**config.mk**
```make
export PLATFORM = sky130hd
export DESIGN_NAME = instr_loader
export DESIGN_NICKNAME = d
export VERILOG_FILES = /design/src/rtl/instr_loader_pkg.sv /design/src/rtl/instr_loader_byte_packer.sv /design/src/rtl/instr_loader.sv
export SDC_FILE = /design/constraint.sdc
export NUM_CORES = 1
export LEC_CHECK = 0
export CORE_MARGIN = 1.5
export CORE_UTILIZATION = 53
export CTS_BUF_LIST = sky130_fd_sc_hd__clkbuf_4 sky130_fd_sc_hd__clkbuf_8
export CTS_CLUSTER_DIAMETER = 120
export DETAILED_ROUTE_END_ITERATION = 8
export PLACE_DENSITY_LB_ADDON = 0.3
export SLEW_MARGIN = 20
export SYNTH_ARGS = -nofsm -noshare
export SYNTH_HDL_FRONTEND = slang
export SYNTH_SLANG_ARGS = --single-unit
```
**constraint.sdc**
```tcl
create_clock -name clk -period 2.62 [get_ports clk]
set_input_delay 0.393 -clock clk [delete_from_list [all_inputs] [get_ports clk]]
set_output_delay 0.393 -clock clk [all_outputs]
set_load 0.02 [all_outputs]
```
**src/rtl/instr_loader_pkg.sv**
```systemverilog
// -----------------------------------------------------------------------------
// instr_loader_pkg
// Shared definitions for the instruction loader:
//   - byte-lane constants used by the little-endian word assembler
//   - the loader FSM state encoding (state_t)
//   - word_addr(): byte address of word i, wrapping modulo 2^32
// The CHECK state only exists when INSTR_LOADER_CHECKSUM_EN is defined.
// -----------------------------------------------------------------------------
package instr_loader_pkg;

  localparam int LANES      = 4;
  localparam int LANE_W     = 8;
  localparam int WORD_W     = LANES * LANE_W;
  localparam int LANE_CNT_W = $clog2(LANES);

  // Index of the most significant byte lane; its arrival completes a word.
  localparam logic [LANE_CNT_W-1:0] LANE_LAST = LANE_CNT_W'(LANES - 1);

  typedef enum logic [2:0] {
    ST_IDLE   = 3'd0,
    ST_LOAD   = 3'd1,
    ST_HOLD   = 3'd2,
`ifdef INSTR_LOADER_CHECKSUM_EN
    ST_FINISH = 3'd3,
    ST_CHECK  = 3'd4
`else
    ST_FINISH = 3'd3
`endif
  } state_t;

  // Byte address of word idx; the 32-bit sum wraps naturally.
  function automatic logic [31:0] word_addr(input logic [31:0] base,
                                            input logic [15:0] idx);
    return base + {14'd0, idx, 2'b00};
  endfunction

endpackage

```
**src/rtl/instr_loader_byte_packer.sv**
```systemverilog
// -----------------------------------------------------------------------------
// byte_packer
// Assembles four consecutive accepted bytes into one 32-bit word, least
// significant byte first. word_valid is a single-cycle combinational pulse on
// the cycle the 4th byte is accepted; word is valid only while word_valid=1.
//
// Ports:
//   clk        in   clock, rising edge
//   rst        in   asynchronous reset, active-low
//   clear      in   drop any partially assembled word
//   byte_en    in   byte_in is accepted this cycle
//   byte_in    in   [7:0] incoming byte
//   word_valid out  4th byte of a word is being accepted this cycle
//   word       out  [31:0] assembled word (upper byte taken from byte_in)
// -----------------------------------------------------------------------------
module byte_packer
  import instr_loader_pkg::*;
(
  input  logic              clk,
  input  logic              rst,
  input  logic              clear,
  input  logic              byte_en,
  input  logic [LANE_W-1:0] byte_in,
  output logic              word_valid,
  output logic [WORD_W-1:0] word
);

  logic [LANE_CNT_W-1:0]         lane_q;
  logic [LANE_W*(LANES-1)-1:0]   low_q;

  always_ff @(posedge clk or negedge rst) begin
    if (!rst) begin
      lane_q <= '0;
      low_q  <= '0;
    end else if (clear) begin
      lane_q <= '0;
      low_q  <= '0;
    end else if (byte_en) begin
      if (lane_q == LANE_LAST) begin
        lane_q <= '0;
      end else begin
        lane_q <= lane_q + 1'b1;
        low_q[lane_q*LANE_W +: LANE_W] <= byte_in;
      end
    end
  end

  // The top byte is never stored: the word is forwarded as it completes so
  // the parent can register data and address on the same edge.
  assign word_valid = byte_en && (lane_q == LANE_LAST);
  assign word       = {byte_in, low_q};

endmodule

```
**src/rtl/instr_loader.sv**
```systemverilog
// -----------------------------------------------------------------------------
// instr_loader
// Streams a program into instruction memory while holding the CPU in reset.
// After an accepted start, num_words words are received as a byte stream,
// written one at a time (initialize + data + address), then cpu_rst is held
// for RST_HOLD more cycles before the load is reported done.
//
// Optional feature (macro INSTR_LOADER_CHECKSUM_EN): an 8-bit modulo-256 sum
// of the program bytes is compared against one extra trailing byte; a
// mismatch sets error instead of done, but the CPU is still reset.
//
// Byte handshake: a byte transfers on a rising edge where byte_valid and
// byte_ready are both 1. byte_ready is a function of state only, so it never
// depends on byte_valid; byte_valid may be raised or dropped on any cycle.
//
// Parameters:
//   ADDR_BASE  byte address of word 0
//   MAX_WORDS  largest legal program length in words
//   RST_HOLD   cycles cpu_rst stays high after the last write (>= 1)
//
// Ports:
//   clk, rst                        clock / async active-low reset
//   start, num_words[15:0]          load request and length
//   byte_in[7:0], byte_valid        program byte stream
//   byte_ready                      block accepts a byte this cycle
//   initialize                      memory write enable / fetch override
//   instruction_initialize_data     [31:0] word to write
//   instruction_initialize_address  [31:0] byte address to write
//   cpu_rst                         active-high CPU reset
//   busy                            load in progress
//   done, error                     sticky status of the last request
//   state_dbg                       current FSM state
// -----------------------------------------------------------------------------
module instr_loader
  import instr_loader_pkg::*;
#(
  parameter logic [31:0] ADDR_BASE = 32'h0000_0000,
  parameter int          MAX_WORDS = 64,
  parameter int          RST_HOLD  = 4
) (
  input  logic        clk,
  input  logic        rst,
  input  logic        start,
  input  logic [15:0] num_words,
  input  logic [7:0]  byte_in,
  input  logic        byte_valid,
  output logic        byte_ready,
  output logic        initialize,
  output logic [31:0] instruction_initialize_data,
  output logic [31:0] instruction_initialize_address,
  output logic        cpu_rst,
  output logic        busy,
  output logic        done,
  output logic        error,
  output state_t      state_dbg
);

  localparam logic [15:0] MAX_W     = 16'(MAX_WORDS);
  localparam logic [15:0] HOLD_LAST = 16'(RST_HOLD - 1);

  state_t      state_q, state_d;
  logic [15:0] num_q;
  logic [15:0] word_cnt_q;
  logic [15:0] hold_cnt_q;
  logic        words_done_q;

  logic        len_ok;
  logic        accept;
  logic        reject;
  logic        byte_fire;
  logic        load_byte;
  logic        word_valid;
  logic [31:0] word;
  logic        last_word;
  logic        in_write_d;
  logic        in_write_q;

`ifdef INSTR_LOADER_CHECKSUM_EN
  logic [7:0]  sum_q;
`endif

  assign len_ok    = (num_words != 16'd0) && (num_words <= MAX_W);
  assign accept    = (state_q == ST_IDLE) && start && len_ok;
  assign reject    = (state_q == ST_IDLE) && start && !len_ok;
  assign byte_fire = byte_valid && byte_ready;
  assign load_byte = byte_fire && (state_q == ST_LOAD);
  assign last_word = word_valid && (word_cnt_q == num_q - 16'd1);
  assign state_dbg = state_q;

  byte_packer u_packer (
    .clk        (clk),
    .rst        (rst),
    .clear      (accept),
    .byte_en    (load_byte),
    .byte_in    (byte_in),
    .word_valid (word_valid),
    .word       (word)
  );

  // ---------------------------------------------------------------------------
  // FSM: state register
  // ---------------------------------------------------------------------------
  always_ff @(posedge clk or negedge rst) begin
    if (!rst) state_q <= ST_IDLE;
    else      state_q <= state_d;
  end

  // ---------------------------------------------------------------------------
  // FSM: next state
  // LOAD lingers one cycle after the last word is registered so that word is
  // presented with initialize still high before the write window closes.
  // ---------------------------------------------------------------------------
  always_comb begin
    state_d = state_q;
    case (state_q)
      ST_IDLE: begin
        if (accept) state_d = ST_LOAD;
      end
      ST_LOAD: begin
`ifdef INSTR_LOADER_CHECKSUM_EN
        if (words_done_q) state_d = ST_CHECK;
`else
        if (words_done_q) state_d = ST_HOLD;
`endif
      end
`ifdef INSTR_LOADER_CHECKSUM_EN
      ST_CHECK: begin
        if (byte_fire) state_d = ST_HOLD;
      end
`endif
      ST_HOLD: begin
        if (hold_cnt_q == HOLD_LAST) state_d = ST_FINISH;
      end
      ST_FINISH: state_d = ST_IDLE;
      default:   state_d = ST_IDLE;
    endcase
  end

  // ---------------------------------------------------------------------------
  // FSM: state-decoded outputs
  // ---------------------------------------------------------------------------
  always_comb begin
    byte_ready = 1'b0;
    busy       = 1'b0;
    cpu_rst    = 1'b0;
    in_write_q = 1'b0;
    in_write_d = 1'b0;
    case (state_q)
      ST_LOAD: begin
        byte_ready = !words_done_q;
        busy       = 1'b1;
        cpu_rst    = 1'b1;
        in_write_q = 1'b1;
      end
`ifdef INSTR_LOADER_CHECKSUM_EN
      ST_CHECK: begin
        byte_ready = 1'b1;
        busy       = 1'b1;
        cpu_rst    = 1'b1;
        in_write_q = 1'b1;
      end
`endif
      ST_HOLD: begin
        busy    = 1'b1;
        cpu_rst = 1'b1;
      end
      default: ;
    endcase
`ifdef INSTR_LOADER_CHECKSUM_EN
    in_write_d = (state_d == ST_LOAD) || (state_d == ST_CHECK);
`else
    in_write_d = (state_d == ST_LOAD);
`endif
  end

  // ---------------------------------------------------------------------------
  // Datapath: write port, counters, sticky status
  // ---------------------------------------------------------------------------
  always_ff @(posedge clk or negedge rst) begin
    if (!rst) begin
      num_q                          <= '0;
      word_cnt_q                     <= '0;
      words_done_q                   <= 1'b0;
      hold_cnt_q                     <= '0;
      initialize                     <= 1'b0;
      instruction_initialize_data    <= '0;
      instruction_initialize_address <= '0;
      done                           <= 1'b0;
      error                          <= 1'b0;
    end else begin
      if (accept) begin
        num_q        <= num_words;
        word_cnt_q   <= '0;
        words_done_q <= 1'b0;
        done         <= 1'b0;
        error        <= 1'b0;
      end

      if (reject) begin
        error <= 1'b1;
        done  <= 1'b0;
      end

      // Data and address only move together at word boundaries, so while
      // initialize is high the memory sees each pair once per word.
      if (word_valid) begin
        instruction_initialize_data    <= word;
        instruction_initialize_address <= word_addr(ADDR_BASE, word_cnt_q);
        word_cnt_q                     <= word_cnt_q + 16'd1;
        initialize                     <= 1'b1;
        if (last_word) words_done_q <= 1'b1;
      end

      if (in_write_q && !in_write_d) initialize <= 1'b0;

      if (state_q == ST_HOLD) hold_cnt_q <= hold_cnt_q + 16'd1;
      else                    hold_cnt_q <= '0;

      // error can only be set during this load by a checksum mismatch.
      if ((state_q == ST_HOLD) && (state_d == ST_FINISH) && !error)
        done <= 1'b1;

`ifdef INSTR_LOADER_CHECKSUM_EN
      if ((state_q == ST_CHECK) && byte_fire && (byte_in != sum_q))
        error <= 1'b1;
`endif
    end
  end

`ifdef INSTR_LOADER_CHECKSUM_EN
  always_ff @(posedge clk or negedge rst) begin
    if (!rst)           sum_q <= '0;
    else if (accept)    sum_q <= '0;
    else if (load_byte) sum_q <= sum_q + byte_in;
  end
`endif

endmodule

```
==> impl_metrics.tcl <==
set metrics [dict create \
    ys_seq_elements 129 \
    ys.flop_type "dfrtp_1" \
    slowest_stage "clkdlybuf4s50_1" \
    tns_ns 0 \
    drc 0 \
    synth_compound_area_frac 0.08813 \
    synth_most_common_cell "nand2_1" \
    ys_seq_area_frac 0.5288 \
    hold_viol 0 \
    synth_xor_area_frac 0.04591 \
    cp-startpoint "state_dbg[1]" \
    slew_violations 0 \
    first_pass_iters 7 \
    cp.depth 3 \
    dp_hpwl_microns 9711 \
    drtIter0Drc 363 \
    reg2reg_from "state_dbg[2]" \
    cts_buffers 17 \
    n_fill_cell 954 \
    yosys.area_share.simple 0.2660 \
    synthAdderAreaFrac 0.01640 \
    die_w_microns 110.3 \
    ff2ff_setup_slack_ns 0.36 \
    path_clk_slew_ns 0.07 \
    p_total_mw 4.071 \
    multiInputGateArea_sq_mm 0.002646 \
    hold_class "in2async" \
    crit_path_end_kind "output pin" \
    path_max_fanout 6 \
    synth_top_cell_area_share 0.5288 \
    grt_pass1_wl_microns 22480 \
    synth_area_sq_mm 0.006105 \
    postPlaceCellArea_sq_mm 0.007032 \
    finClkSkew_ns 0.007953 \
    crit_end "cpu_rst" \
    r2r-end "word_cnt_q[9]" \
    post_cts_buffers 0 \
    yosysTopAreaCell "dfrtp_1" \
    nNetsFinal 792 \
    drive_gt1_frac 0.07022 \
    leakage_nw 3.572 \
    critPathTopFamily "buffers and inverters" \
    holdWs_ns 0.4504 \
    fmax_mhz 438.2 \
    portBuffers 84 \
    crit_type "reg2out" \
    critPathRequiredTime_ns 2.23 \
    rsz0062_at_grt "no" \
    dieArea_sq_mm 0.01217 \
    finalSetupViolCount 0 \
    worst_slew_pin_slew_ns 0.7520 \
    status "completed" \
    synth_common_cells "nand2_1, dfrtp_1, nor2_1" \
    yosys_warnings 0 \
    fin_crit_sh 0.8711 \
    synth_area_leaders "dfrtp_1, nand2_1, nor2_1" \
    design_area_sq_mm 0.007502 \
    slowest_delay_ns 0.64 \
    synth_cell_type_count 54 \
    critical_path.cell_chain "xnor2_1 > nor2_1 > clkdlybuf4s50_1" \
    h-tree-depth 4 \
    max_cap_viol_count 0 \
    antenna_found_initial 0 \
    grt_usage 0.2430 \
    synthArstFlopShare 1.000 \
    maxSlewHeadroom 0.4948 \
    grt_pass1_vias 4773 \
    cts.sinks 129 \
    clock_path_buffers 2 \
    synth_top_family_by_area "simple AND/OR/NAND/NOR gates" \
    start_util 0.5392 \
    syn2layout_area_growth_pct 22.89 \
    via_count 4975 \
    insertion_delay_ns 0.43 \
    clockRootBuffer "clkbuf_8" \
    avgSynthCellArea_sq_um 9.057 \
    io-pin-count 101 \
    wl_microns 13680 \
    core-area_sq_mm 0.01132 \
    period_needed_ns 2.282 \
    wire_per_inst_microns 15.00 \
    gr-total-overflow 0 \
    routed_via_density 5.455 \
    worstPathBufferInverterCount 1 \
    final_antenna_net_count 0 \
    synth_edf_count 0 \
    grt_max_degree 66 \
    regArea_sq_mm 0.003228 \
    crit_arrival_ns 1.89 \
    reg2reg_depth 6 \
    n_antenna_cell 0 \
    yosys-mux-area-fraction 0.005124 \
    pre_cts_ws_ns 0.07574 \
    ir_worst_vdd_v 0.0003453 \
    syn_inst 674 \
    finalWorstSetupSlack_ns 0.3377 \
    die_h_microns 110.3 \
    gp_congestion 0.8704 \
    critPathLaunchType "register" \
    rows 39 \
    p_per_area_mw_per_mm2 542.7 \
    cts_tree "yes" \
]
placed cells by master (no fill, tap or decap), types with 3 or more instances in the layout:
cell             synthesis  layout
nand4_1                 15      15
nand3_1                 22      22
clkdlybuf4s50_1          0      82
dfrtp_1                129     129
a21oi_1                 26      26
and3_1                   6       5
nor2b_1                 12      12
inv_1                   10      10
nor2_1                  43      43
ha_1                     8       8
nand2_1                209     209
conb_1                   1      17
xor2_1                  17      17
xnor2_1                 15      15
nor4_1                   9       9
o21ai_0                 13      13
or3_1                    7       7
buf_4                   18      12
clkinv_2                 0       4
o21ai_1                 20      20
bufinv_16                0       5
nor3_1                   5       5
nand4b_1                 3       3
clkbuf_8                 0      18
clkinvlp_4               0       3
a22o_1                   8       8
a31oi_1                  7       7
cell type report:
type / instances / share of cell area
clock buffer: 18 / 0.03302
inverter: 10 / 0.005003
clock inverter: 14 / 0.02802
multi-input combinational: 501 / 0.3527
timing repair buffer: 97 / 0.1271
tap: 143 / 0.02385
sequential: 129 / 0.4303
per-layer routing:
layer	GRT usage	share of wire	vias up
met5	0	0	-
met4	0.07875	0.013	0
met3	0.06114	0.053	16
met2	0.4004	0.50	154
met1	0.3148	0.44	2411
li1	-	-	2394
where the power goes:
group / leakage [nW] / internal (mW) / switching, mW / total [mW]
Clock: 0.225 / 1.16 / 0.777 / 1.93
Sequential: 1.78 / 1.99 / 0.00479 / 2.00
Combinational: 1.57 / 0.0508 / 0.0897 / 0.140
worst min path at each step:
| stage | start | endpoint |
|---|---|---|
| after floorplan | rst | done |
| after global placement | rst | instruction_initialize_data[1] |
| after detailed placement | rst | instruction_initialize_data[1] |
| after CTS | rst | num_q[2] |
| after global routing | rst | instruction_initialize_data[1] |
| final | rst | instruction_initialize_data[1] |
worst register-to-register path, delay by kind of cell, from the launching register on:
family | cells | cell delay, ns
and+or+nand+nor | 4 | 1.41
DFF | 1 | 0.48
AOI/OAI and AO/OA | 2 | 0.25
metrics by stage:
step,cells,util
floorplan,690,-
global placement,879,0.6211
detailed placement,879,0.6211
CTS,912,0.6625
global route,912,0.6627
finish,912,0.6627
registers in the layout (all words and copies together) (netlist names):
signal and count:
num_q 16, hold_cnt_q 16, words_done_q 1, instruction_initialize_address 16, u_packer.low_q 24, word_cnt_q 16
done 1, state_dbg 3, instruction_initialize_data 32, error 1, initialize 1, u_packer.lane_q 2
timing repair:
action	4_1_cts	5_1_grt
endpoints found under the hold margin	29	0
endpoints found under the setup margin	0	1
resized for setup	0	1
hold buffers	1	0
cell families after synthesis:
group	count (synthesis)
buffers and inverters	60
DFF	129
adders and majority gates	8
other	1
muxes	3
and+or+nand+nor	351
xor gates and xnor gates	32
AOI/OAI and AO/OA	90
Power figures use the tool's default switching activity.
